--- src/rtl/imm_ext_pipe.sv ---
// Immediate / load-data extension unit with a small output FIFO.
// The result is computed at accept time; only results, tags and flags are queued.
module imm_ext_pipe #(
  parameter int OUT_W = 32,
  parameter int IMM_W = 16,
  parameter int DEPTH = 2,
  parameter int TAG_W = 5
) (
  input  logic                           clk,
  input  logic                           rst_n,
  input  logic                           in_valid,
  output logic                           in_ready,
  input  logic [OUT_W-1:0]               in_data,
  input  logic [2:0]                     in_mode,
  input  logic [$clog2(OUT_W/8)-1:0]     in_ofs,
  input  logic [TAG_W-1:0]               in_tag,
  output logic                           out_valid,
  input  logic                           out_ready,
  output logic [OUT_W-1:0]               out_data,
  output logic [TAG_W-1:0]               out_tag,
  output logic                           out_illegal,
  output logic                           out_misalign,
  output logic [$clog2(DEPTH):0]         count
);

  localparam int NLANE = OUT_W / 8;
  localparam int OFS_W = $clog2(NLANE);
  localparam int PTR_W = $clog2(DEPTH);
  localparam int CNT_W = PTR_W + 1;

  localparam logic [2:0] MODE_SEXT = 3'd0;
  localparam logic [2:0] MODE_ZEXT = 3'd1;
  localparam logic [2:0] MODE_LUI  = 3'd2;
  localparam logic [2:0] MODE_LB   = 3'd3;
  localparam logic [2:0] MODE_LBU  = 3'd4;
  localparam logic [2:0] MODE_LH   = 3'd5;
  localparam logic [2:0] MODE_LHU  = 3'd6;
  localparam logic [2:0] MODE_ILL  = 3'd7;

  typedef struct packed {
    logic [OUT_W-1:0] data;
    logic [TAG_W-1:0] tag;
    logic             ill;
    logic             mis;
  } entry_t;

  entry_t             mem_q [DEPTH];
  entry_t             mem_d [DEPTH];
  logic [PTR_W-1:0]   wr_ptr_q, wr_ptr_d;
  logic [PTR_W-1:0]   rd_ptr_q, rd_ptr_d;
  logic [CNT_W-1:0]   count_q, count_d;

  logic [IMM_W-1:0]   imm_s;
  logic [7:0]         byte_s;
  logic [15:0]        half_s;
  entry_t             res_s;
  logic               push_s;
  logic               pop_s;

  assign imm_s = in_data[IMM_W-1:0];

  // Lane selection and per-mode extension of the incoming request.
  always_comb begin
    byte_s = 8'h00;
    half_s = 16'h0000;
    res_s  = '0;
    for (int k = 0; k < NLANE; k++) begin
      byte_s = (in_ofs == OFS_W'(k)) ? in_data[8*k +: 8] : byte_s;
    end
    // Halfword address ignores ofs[0]; misalignment is only flagged.
    for (int k = 0; k < NLANE / 2; k++) begin
      half_s = (in_ofs[OFS_W-1:1] == (OFS_W-1)'(k)) ? in_data[16*k +: 16] : half_s;
    end
    res_s.tag = in_tag;
    case (in_mode)
      MODE_SEXT: res_s.data = {{(OUT_W-IMM_W){imm_s[IMM_W-1]}}, imm_s};
      MODE_ZEXT: res_s.data = {{(OUT_W-IMM_W){1'b0}}, imm_s};
      MODE_LUI:  res_s.data = {imm_s, {(OUT_W-IMM_W){1'b0}}};
      MODE_LB:   res_s.data = {{(OUT_W-8){byte_s[7]}}, byte_s};
      MODE_LBU:  res_s.data = {{(OUT_W-8){1'b0}}, byte_s};
      MODE_LH: begin
        res_s.data = {{(OUT_W-16){half_s[15]}}, half_s};
        res_s.mis  = in_ofs[0];
      end
      MODE_LHU: begin
        res_s.data = {{(OUT_W-16){1'b0}}, half_s};
        res_s.mis  = in_ofs[0];
      end
      MODE_ILL:  res_s.ill = 1'b1;
      default:   res_s.ill = 1'b1;
    endcase
  end

  // Handshake, pointer and occupancy next-state; outputs come from registered state.
  always_comb begin
    in_ready  = (count_q < CNT_W'(DEPTH));
    out_valid = (count_q != CNT_W'(0));
    push_s    = in_valid && in_ready;
    pop_s     = out_valid && out_ready;
    wr_ptr_d  = push_s ? (wr_ptr_q + PTR_W'(1)) : wr_ptr_q;
    rd_ptr_d  = pop_s ? (rd_ptr_q + PTR_W'(1)) : rd_ptr_q;
    case ({push_s, pop_s})
      2'b10:   count_d = count_q + CNT_W'(1);
      2'b01:   count_d = count_q - CNT_W'(1);
      default: count_d = count_q;
    endcase
    mem_d = mem_q;
    if (push_s) begin
      mem_d[wr_ptr_q] = res_s;
    end else begin
      mem_d[wr_ptr_q] = mem_q[wr_ptr_q];
    end
    count = count_q;
  end

  // Head entry drives the result beat; everything reads zero when empty.
  always_comb begin
    if (count_q != CNT_W'(0)) begin
      out_data     = mem_q[rd_ptr_q].data;
      out_tag      = mem_q[rd_ptr_q].tag;
      out_illegal  = mem_q[rd_ptr_q].ill;
      out_misalign = mem_q[rd_ptr_q].mis;
    end else begin
      out_data     = '0;
      out_tag      = '0;
      out_illegal  = 1'b0;
      out_misalign = 1'b0;
    end
  end

  // State registers; reset discards every queued beat.
  always_ff @(posedge clk or negedge rst_n) begin
    if (!rst_n) begin
      wr_ptr_q <= '0;
      rd_ptr_q <= '0;
      count_q  <= '0;
      for (int i = 0; i < DEPTH; i++) begin
        mem_q[i] <= '0;
      end
    end else begin
      wr_ptr_q <= wr_ptr_d;
      rd_ptr_q <= rd_ptr_d;
      count_q  <= count_d;
      mem_q    <= mem_d;
    end
  end

endmodule

--- config.mk ---
export PLATFORM = sky130hd
export DESIGN_NAME = imm_ext_pipe
export DESIGN_NICKNAME = d
export VERILOG_FILES = /design/src/rtl/imm_ext_pipe.sv
export SDC_FILE = /design/constraint.sdc
export NUM_CORES = 1
export LEC_CHECK = 0
export ABC_AREA = 1
export BUFFER_PORTS_ARGS = -buffer_cell sky130_fd_sc_hd__buf_2
export CORE_UTILIZATION = 49
export DETAILED_ROUTE_END_ITERATION = 10
export GPL_ROUTABILITY_DRIVEN = 0
export PLACE_DENSITY = 0.8
export SYNTH_ARGS = -nofsm -noshare
export SYNTH_HDL_FRONTEND = slang
export SYNTH_SLANG_ARGS = --single-unit
--- constraint.sdc ---
create_clock -name clk -period 1.7 [get_ports clk]
set_input_delay 0.34 -clock clk [delete_from_list [all_inputs] [get_ports clk]]
set_output_delay 0.34 -clock clk [all_outputs]
set_load 0.05 [all_outputs]
==> results of run 1 <==
## cells by family after synthesis
kind of cell             Yosys count  synth area share (%)
adder cells (fa/ha/maj)            1                0.2633
AO/OA/AOI/OAI                     94                 10.24
AND/OR/NAND/NOR                  400                 35.94
flip-flops                        82                 43.18
XOR/XNOR                           3                0.5530
buffers and inverters             99                 9.821
## cell type report
cell class	count	share of cell area (%)
multi-input cells	499	42.43
flip-flops and latches	82	31.15
inverters	58	3.640
clock buffers	10	1.934
well taps	129	2.446
repair buffers	122	16.95
repair inverters	1	0.2465
clock inverters	5	1.195
## power groups by stage
stage | combinational, mW | clock, mW | sequential, mW
detailed placement | 6.88 | 0 | 3.27
floorplan | 5.47 | 0 | 3.22
global placement | 6.76 | 0 | 3.23
finish | 9.02 | 1.52 | 3.33
global route | 9.51 | 1.61 | 3.42
CTS | 8.47 | 1.53 | 3.29
## path summary, 6_finish.rpt
| check | endpoint | slack (ns) | cells past startpoint |
|---|---|---|---|
| worst max-delay path | out_data[16] | -0.17 | 4 |
| worst min-delay path | mem_q[45] | 0.19 | 3 |
| worst max register to register | count[1] | 0.07 | 8 |
| worst min register to register | mem_q[35] | 0.49 | 2 |
| max in group asynchronous | mem_q[31] | 0.65 | 3 |
| min in group asynchronous | mem_q[66] | 0.47 | 2 |
## state kept, by name, indices dropped and copies added (netlist names)
register,count
count,2
wr_ptr_q,1
rd_ptr_q,1
mem_q,78
## per-stage QoR
stage / power [mW] / util, % / TNS [ns] / cells
after floorplan: 8.691 / - / -0.04184 / 679
after global placement: 9.988 / 61.03 / -0.008390 / 876
after detailed placement: 10.14 / 61.03 / -0.7542 / 876
after CTS: 13.29 / 68.67 / -5.570 / 903
after global routing: 14.54 / 70.74 / -6.722 / 906
final: 13.87 / 70.74 / -4.556 / 906
## placed cells by master (no fill, tap or decap), drive strengths merged
master         n
dlygate4sd3    1
nand4         37
nand2        319
or2            1
bufinv         2
buf          120
nor2          24
nand3         20
inv           60
o21ai         36
a21oi         56
dfrtp         82
clkbuf        11
xor2           2
xnor2          1
clkinv         2
a21boi         2
ha             1
## critical path, cell delays in order (launching register included)
cell	delay, ns
dfrtp_2	0.49
buf_12	0.22
nand2_2	0.10
a21oi_4	0.19
buf_8	0.17
## timing repair
action                                  4_1_cts  5_1_grt
hold buffers                                  1        0
gates cloned                                  4        1
hold endpoints to repair                     30        0
gates resized for setup                     120       35
setup buffers                                 7        3
endpoints found under the setup margin       43       46
pin swaps                                     2        6
## per-layer routing
layer / share of wire, % / global-route usage [%] / wire, um
met1: 43 / 41.41 / 6151
met2: 48 / 48.00 / 6895
met3: 7.9 / 5.132 / 1127
met4: 1.1 / 8.473 / 157
met5: 0 / 0 / 0
## cells in the mapped netlist
| cell | n | area (um2) |
|---|---|---|
| buf_6 | 8 | 90.09 |
| buf_1 | 1 | 3.750 |
| xnor2_1 | 1 | 8.760 |
| ha_1 | 1 | 12.51 |
| nand4_1 | 36 | 225.2 |
| inv_6 | 1 | 8.760 |
| nand2_2 | 1 | 6.260 |
| o21ai_2 | 3 | 26.28 |
| inv_2 | 7 | 26.28 |
| xor2_1 | 2 | 17.52 |
| inv_1 | 50 | 187.7 |
| nand3_2 | 3 | 30.03 |
| nand4_2 | 1 | 12.51 |
| nand3_1 | 16 | 80.08 |
| a21boi_0 | 2 | 15.01 |
| nor2_1 | 17 | 63.81 |
| nand2_1 | 316 | 1186 |
| o21ai_0 | 32 | 160.2 |
| o21ai_1 | 1 | 5.000 |
| nand2_4 | 2 | 22.52 |
| clkbuf_1 | 14 | 52.55 |
| buf_4 | 3 | 22.52 |
| dfrtp_1 | 82 | 2052 |
| a21oi_1 | 56 | 280.3 |
| buf_2 | 15 | 75.07 |
| nor2_4 | 4 | 45.04 |
| nand3_4 | 1 | 17.52 |
| or2_2 | 1 | 6.260 |
| nor2_2 | 2 | 12.51 |
==> flow_metrics.py, run 1 <==
metrics = {
    "detailed_routing": {
        "dr.pass1.iters": 5,
        "ant_nets": 0,
        "num_vias": 5001,
        "vias_per_cell": 5.520,
        "routedWlPerCell_um": 15.82,
        "drc": 0,
        "wirelength_mm": 14.33,
        "drtIter0Drc": 349,
    },
    "global_route": {
        "grtUsageTotal_pct": 29.75,
        "grt_antenna_before_repair": 0,
        "grt_max_degree": 41,
        "grt_pass1_vias": 4794,
        "grt-ovfl-total": 0,
        "grt_pass1_wl_mm": 23.32,
    },
    "power_and_ir_drop": {
        "leakagePower_nw": 3.313,
        "p_sw_share_pct": 50.11,
        "power_density_nw_per_um2": 2101,
        "combinationalPowerShare_pct": 65.1,
        "p_switching_mw": 6.949,
        "sequentialPowerShare_pct": 24.0,
        "ir_worst_vdd_mv": 1.242,
        "p_int_mw": 6.918,
        "share_clk_of_total_power_pct": 10.9,
    },
    "final_layout": {
        "seq_area_um2": 2056,
        "final.fill_count": 706,
        "finalNetCount": 820,
        "diodes": 0,
        "area_delta_synth_final_pct": 38.86,
        "drive_gt1_share_pct": 30.63,
        "multi_input_area_um2": 2800,
        "final_cell_area_um2": 6599,
    },
    "synthesis": {
        "ys_seq_elements": 82,
        "yosysUniqueCellTypes": 29,
        "syn_nets": 726,
        "ys_seq_area_share_pct": 43.18,
        "syn_area_per_cell_um2": 6.999,
        "synth_area_um2": 4752,
        "syn_inst": 679,
        "ys_warn_count": 0,
    },
    "timing": {
        "rsz0062_at_grt": "true",
        "fin_ws_ns": -0.1698,
        "finalHoldViolations": 0,
        "max_clock_freq_mhz": 534.8,
        "tightest_slew_ns": 0.6902,
        "setup_viol": 39,
        "final.setup_skew_ns": 0.01777,
        "holdWs_ns": 0.1934,
        "report.final.slew_viol_count": 0,
        "period_needed_ns": 1.870,
        "max-slew-margin-rel_pct": 53.82,
        "finalCritPeriodShare_pct": 110.0,
    },
    "place": {
        "pre_cts_slack_ns": -0.08458,
        "numPortBuffers": 88,
        "hpwl_mm": 9.240,
        "dpl-instance-area_um2": 5693,
    },
    "cts": {
        "clk_path_buf_depth": 2,
        "numCtsBuffers": 9,
        "clock_latency_ns": 0.36,
        "clock-sinks": 82,
        "path_clk_slew_ns": 0.09,
        "cts_tree": "yes",
        "root_buffer": "clkbuf_8",
        "h-tree-depth": 3,
    },
    "setup_path": {
        "criticalPathCategory": "flip-flop to output port",
        "worst_setup_path_end_kind": "output port",
        "startpoint": "rd_ptr_q",
        "crit_arrival_ns": 1.53,
        "rr_startpoint": "count[1]",
        "cp_max_fo": 18,
        "startpoint_type": "flip-flop",
        "worstPathRequired_ns": 1.36,
    },
    "die": {
        "core_um2": 9328,
        "rows": 35,
        "die_area_um2": 10100,
        "fp.dieW_um": 100.5,
        "pin_count": 89,
        "fp.dieH_um": 100.5,
        "start_util_pct": 50.95,
    },
    "run_status": {
        "violations": "setup timing",
        "status": "complete, but fails checks",
    },
    "hold_path": {
        "hp-start": "in_tag[4]",
        "min_path_type": "input pin to flip-flop",
    },
    "flow_run": {
        "drv_cap": 0,
    },
}
(Power assumes the default switching activity.)
==> inputs of run 2 (changes only) <==
- CELL_PAD_IN_SITES_DETAIL_PLACEMENT: unset -> 0
- CELL_PAD_IN_SITES_GLOBAL_PLACEMENT: unset -> 2
- CORE_UTILIZATION: 49 -> 31
- PLACE_DENSITY: 0.8 -> 0.88
==> run 2 against run 1 <==
Net effect:
- the run still ends with setup timing left
- die area increased by 57%
- setup slack improved by 0.0020 ns
- power increased by 1.9%
- register-to-register slack improved by 0.03 ns
- final area increased by 3.2%
- sequential share of layout area decreased by 0.97 points
- combinational power about the same
- flip-flop and latch count unchanged
==> flow_metrics.py, run 2 (same netlist as run 1, synthesis figures left out) <==
metrics = {
    "detailed_routing": {
        "routedWlPerCell_um": 15.68,
        "drc": 0,
        "drtIter0Drc": 387,
        "vias_per_cell": 4.908,
        "num_vias": 4766,
        "wirelength_mm": 15.22,
        "ant_nets": 0,
        "dr.pass1.iters": 5,
    },
    "run_status": {
        "status": "complete, but fails checks",
        "violations": "setup timing",
    },
    "place": {
        "place_inst": 935,
        "pre_cts_slack_ns": -0.1327,
        "numPortBuffers": 88,
        "hpwl_mm": 10.31,
    },
    "global_route": {
        "grt-ovfl-total": 0,
        "grt_pass1_wl_mm": 24.63,
        "grtUsageTotal_pct": 19.69,
        "grt_antenna_before_repair": 0,
        "grt_max_degree": 40,
        "grt_pass1_vias": 4613,
    },
    "power_and_ir_drop": {
        "p_switching_mw": 6.831,
        "sequentialPowerShare_pct": 23.2,
        "combinationalPowerShare_pct": 63.9,
        "p_sw_share_pct": 48.35,
        "leakagePower_nw": 3.420,
        "power_density_nw_per_um2": 2074,
        "p_int_mw": 7.297,
        "ir_worst_vdd_mv": 0.8054,
        "share_clk_of_total_power_pct": 12.9,
    },
    "die": {
        "rows": 44,
        "pin_count": 89,
        "fp.dieW_um": 125.8,
        "die_area_um2": 15830,
        "core_um2": 14750,
        "start_util_pct": 32.21,
        "fp.dieH_um": 125.8,
    },
    "setup_path": {
        "startpoint": "rd_ptr_q",
        "worstPathRequired_ns": 1.36,
        "criticalPathCategory": "flip-flop to output port",
        "crit_arrival_ns": 1.53,
        "r2r_cells": 8,
        "worst_path_max_delay_cell": "dfrtp_2",
        "reg2reg_to": "count[1]",
        "crit_top_cell": "buf_6",
        "rr_startpoint": "count[0]",
        "worst_setup_path_end_kind": "output port",
        "crit_chain": "clkbuf_16 -> buf_6 -> a21oi_4 -> buf_6",
        "cpPeakStageDelay_ns": 0.50,
        "cp_max_fo": 15,
        "startpoint_type": "flip-flop",
        "ff2ff_setup_slack_ns": 0.10,
        "crit_end": "out_data[11]",
    },
    "timing": {
        "final.setup_skew_ns": 0.007354,
        "finalHoldViolations": 0,
        "period_needed_ns": 1.868,
        "tightest_slew_ns": 0.7552,
        "fin_ws_ns": -0.1679,
        "rsz0062_at_grt": "true",
        "fin_setup_tns_ns": -4.863,
        "max_clock_freq_mhz": 535.4,
        "max-slew-margin-rel_pct": 49.46,
        "holdWs_ns": 0.2218,
        "setup_viol": 39,
        "report.final.slew_viol_count": 0,
        "finalCritPeriodShare_pct": 109.9,
    },
    "final_layout": {
        "largest_reg_flops": 78,
        "final_common_cell": "nand2_1",
        "fin_util_pct": 46.17,
        "area_delta_synth_final_pct": 43.34,
        "diodes": 0,
        "final_cells": 971,
        "finalNetCount": 829,
        "top_register": "mem_q",
        "final.fill_count": 1503,
        "seq_area_um2": 2056,
        "layout_common_cells": "nand2_1, dfrtp_1, inv_1, buf_2, buf_6",
        "multi_input_area_um2": 2725,
        "drive_gt1_share_pct": 30.88,
    },
    "cts": {
        "numCtsBuffers": 9,
        "root_buffer": "clkbuf_16",
        "path_clk_slew_ns": 0.06,
        "h-tree-depth": 3,
        "cts_tree": "yes",
        "clock_latency_ns": 0.33,
        "clk_path_buf_depth": 2,
        "clock-sinks": 82,
    },
    "flow_run": {
        "drv_cap": 0,
    },
    "hold_path": {
        "min_path_type": "input pin to flip-flop",
    },
}
## run 2: changes by cell type in the layout (fill, tap and decap cells not counted), moves of 4 or more
cell       previous run  this run
a21oi_2               3         8
a21oi_4              36        31
buf_6                38        43
clkbuf_16             1        12
clkbuf_8              9         2
nand2_1             305       299
o21ai_0              14        18
o21ai_1               2         9
o21ai_2              18         9
## run 2: worst max-delay path, delay by kind of cell (launching register included)
family                 cells  cell delay, ns
buffers and inverters      3            0.53
AO/OA/AOI/OAI              1            0.16
flip-flops                 1            0.50
## run 2: worst min-delay path by stage
stage                     slack, ns      start  depth (start not counted)         to
after floorplan                0.04      rst_n                          0   count[0]
after global placement         0.32      rst_n                          1  mem_q[64]
after detailed placement       0.32      rst_n                          1  mem_q[64]
after CTS                      0.22  in_tag[0]                          3  mem_q[41]
after global routing           0.22  in_tag[3]                          3  mem_q[44]
final                          0.22  in_tag[0]                          3  mem_q[41]
## run 2: what timing repair did
item / in CTS / in global routing
gates resized for setup: 97 / 40
pin swaps: 3 / 8
endpoints found under the setup margin: 40 / 41
buffers inserted: 5 / 9
cloned: 3 / 3
hold buffers: 1 / 0
endpoints found under the hold margin: 30 / 0
## run 2: cell type report
class / count / area share, %
Clock buffer: 12 / 3.766
Clock inverter: 4 / 0.3857
Inverter: 58 / 3.564
Multi-Input combinational cell: 498 / 40.01
Sequential cell: 82 / 30.18
Tap cell: 184 / 3.380
Timing Repair Buffer: 133 / 18.72
## run 2: power by group through the flow
| stage | Clock, mW | Sequential (mW) | Combinational [mW] |
|---|---|---|---|
| 2_1_floorplan | 0 | 3.22 | 5.47 |
| 3_3_place_gp | 0 | 3.21 | 7.06 |
| 3_5_place_dp | 0 | 3.24 | 7.12 |
| 4_1_cts | 1.88 | 3.21 | 8.51 |
| 5_1_grt | 1.96 | 3.37 | 9.59 |
| 6_report | 1.82 | 3.28 | 9.03 |
## run 2: metal layers
layer	global-route usage, %	vias to the layer above	share of wire (%)
met5	0	-	0
met4	4.890	0	0.72
met1	29.08	2235	49
met2	30.36	162	45
met3	2.591	7	5.1
li1	-	2362	-
## run 2: stage by stage
stage          power, mW  instance area, um2
3_5_place_dp       10.35                5842
4_1_cts            13.59                6549
3_3_place_gp       10.27                5842
6_report           14.13                6812
5_1_grt            14.92                6812
2_1_floorplan      8.691                5160
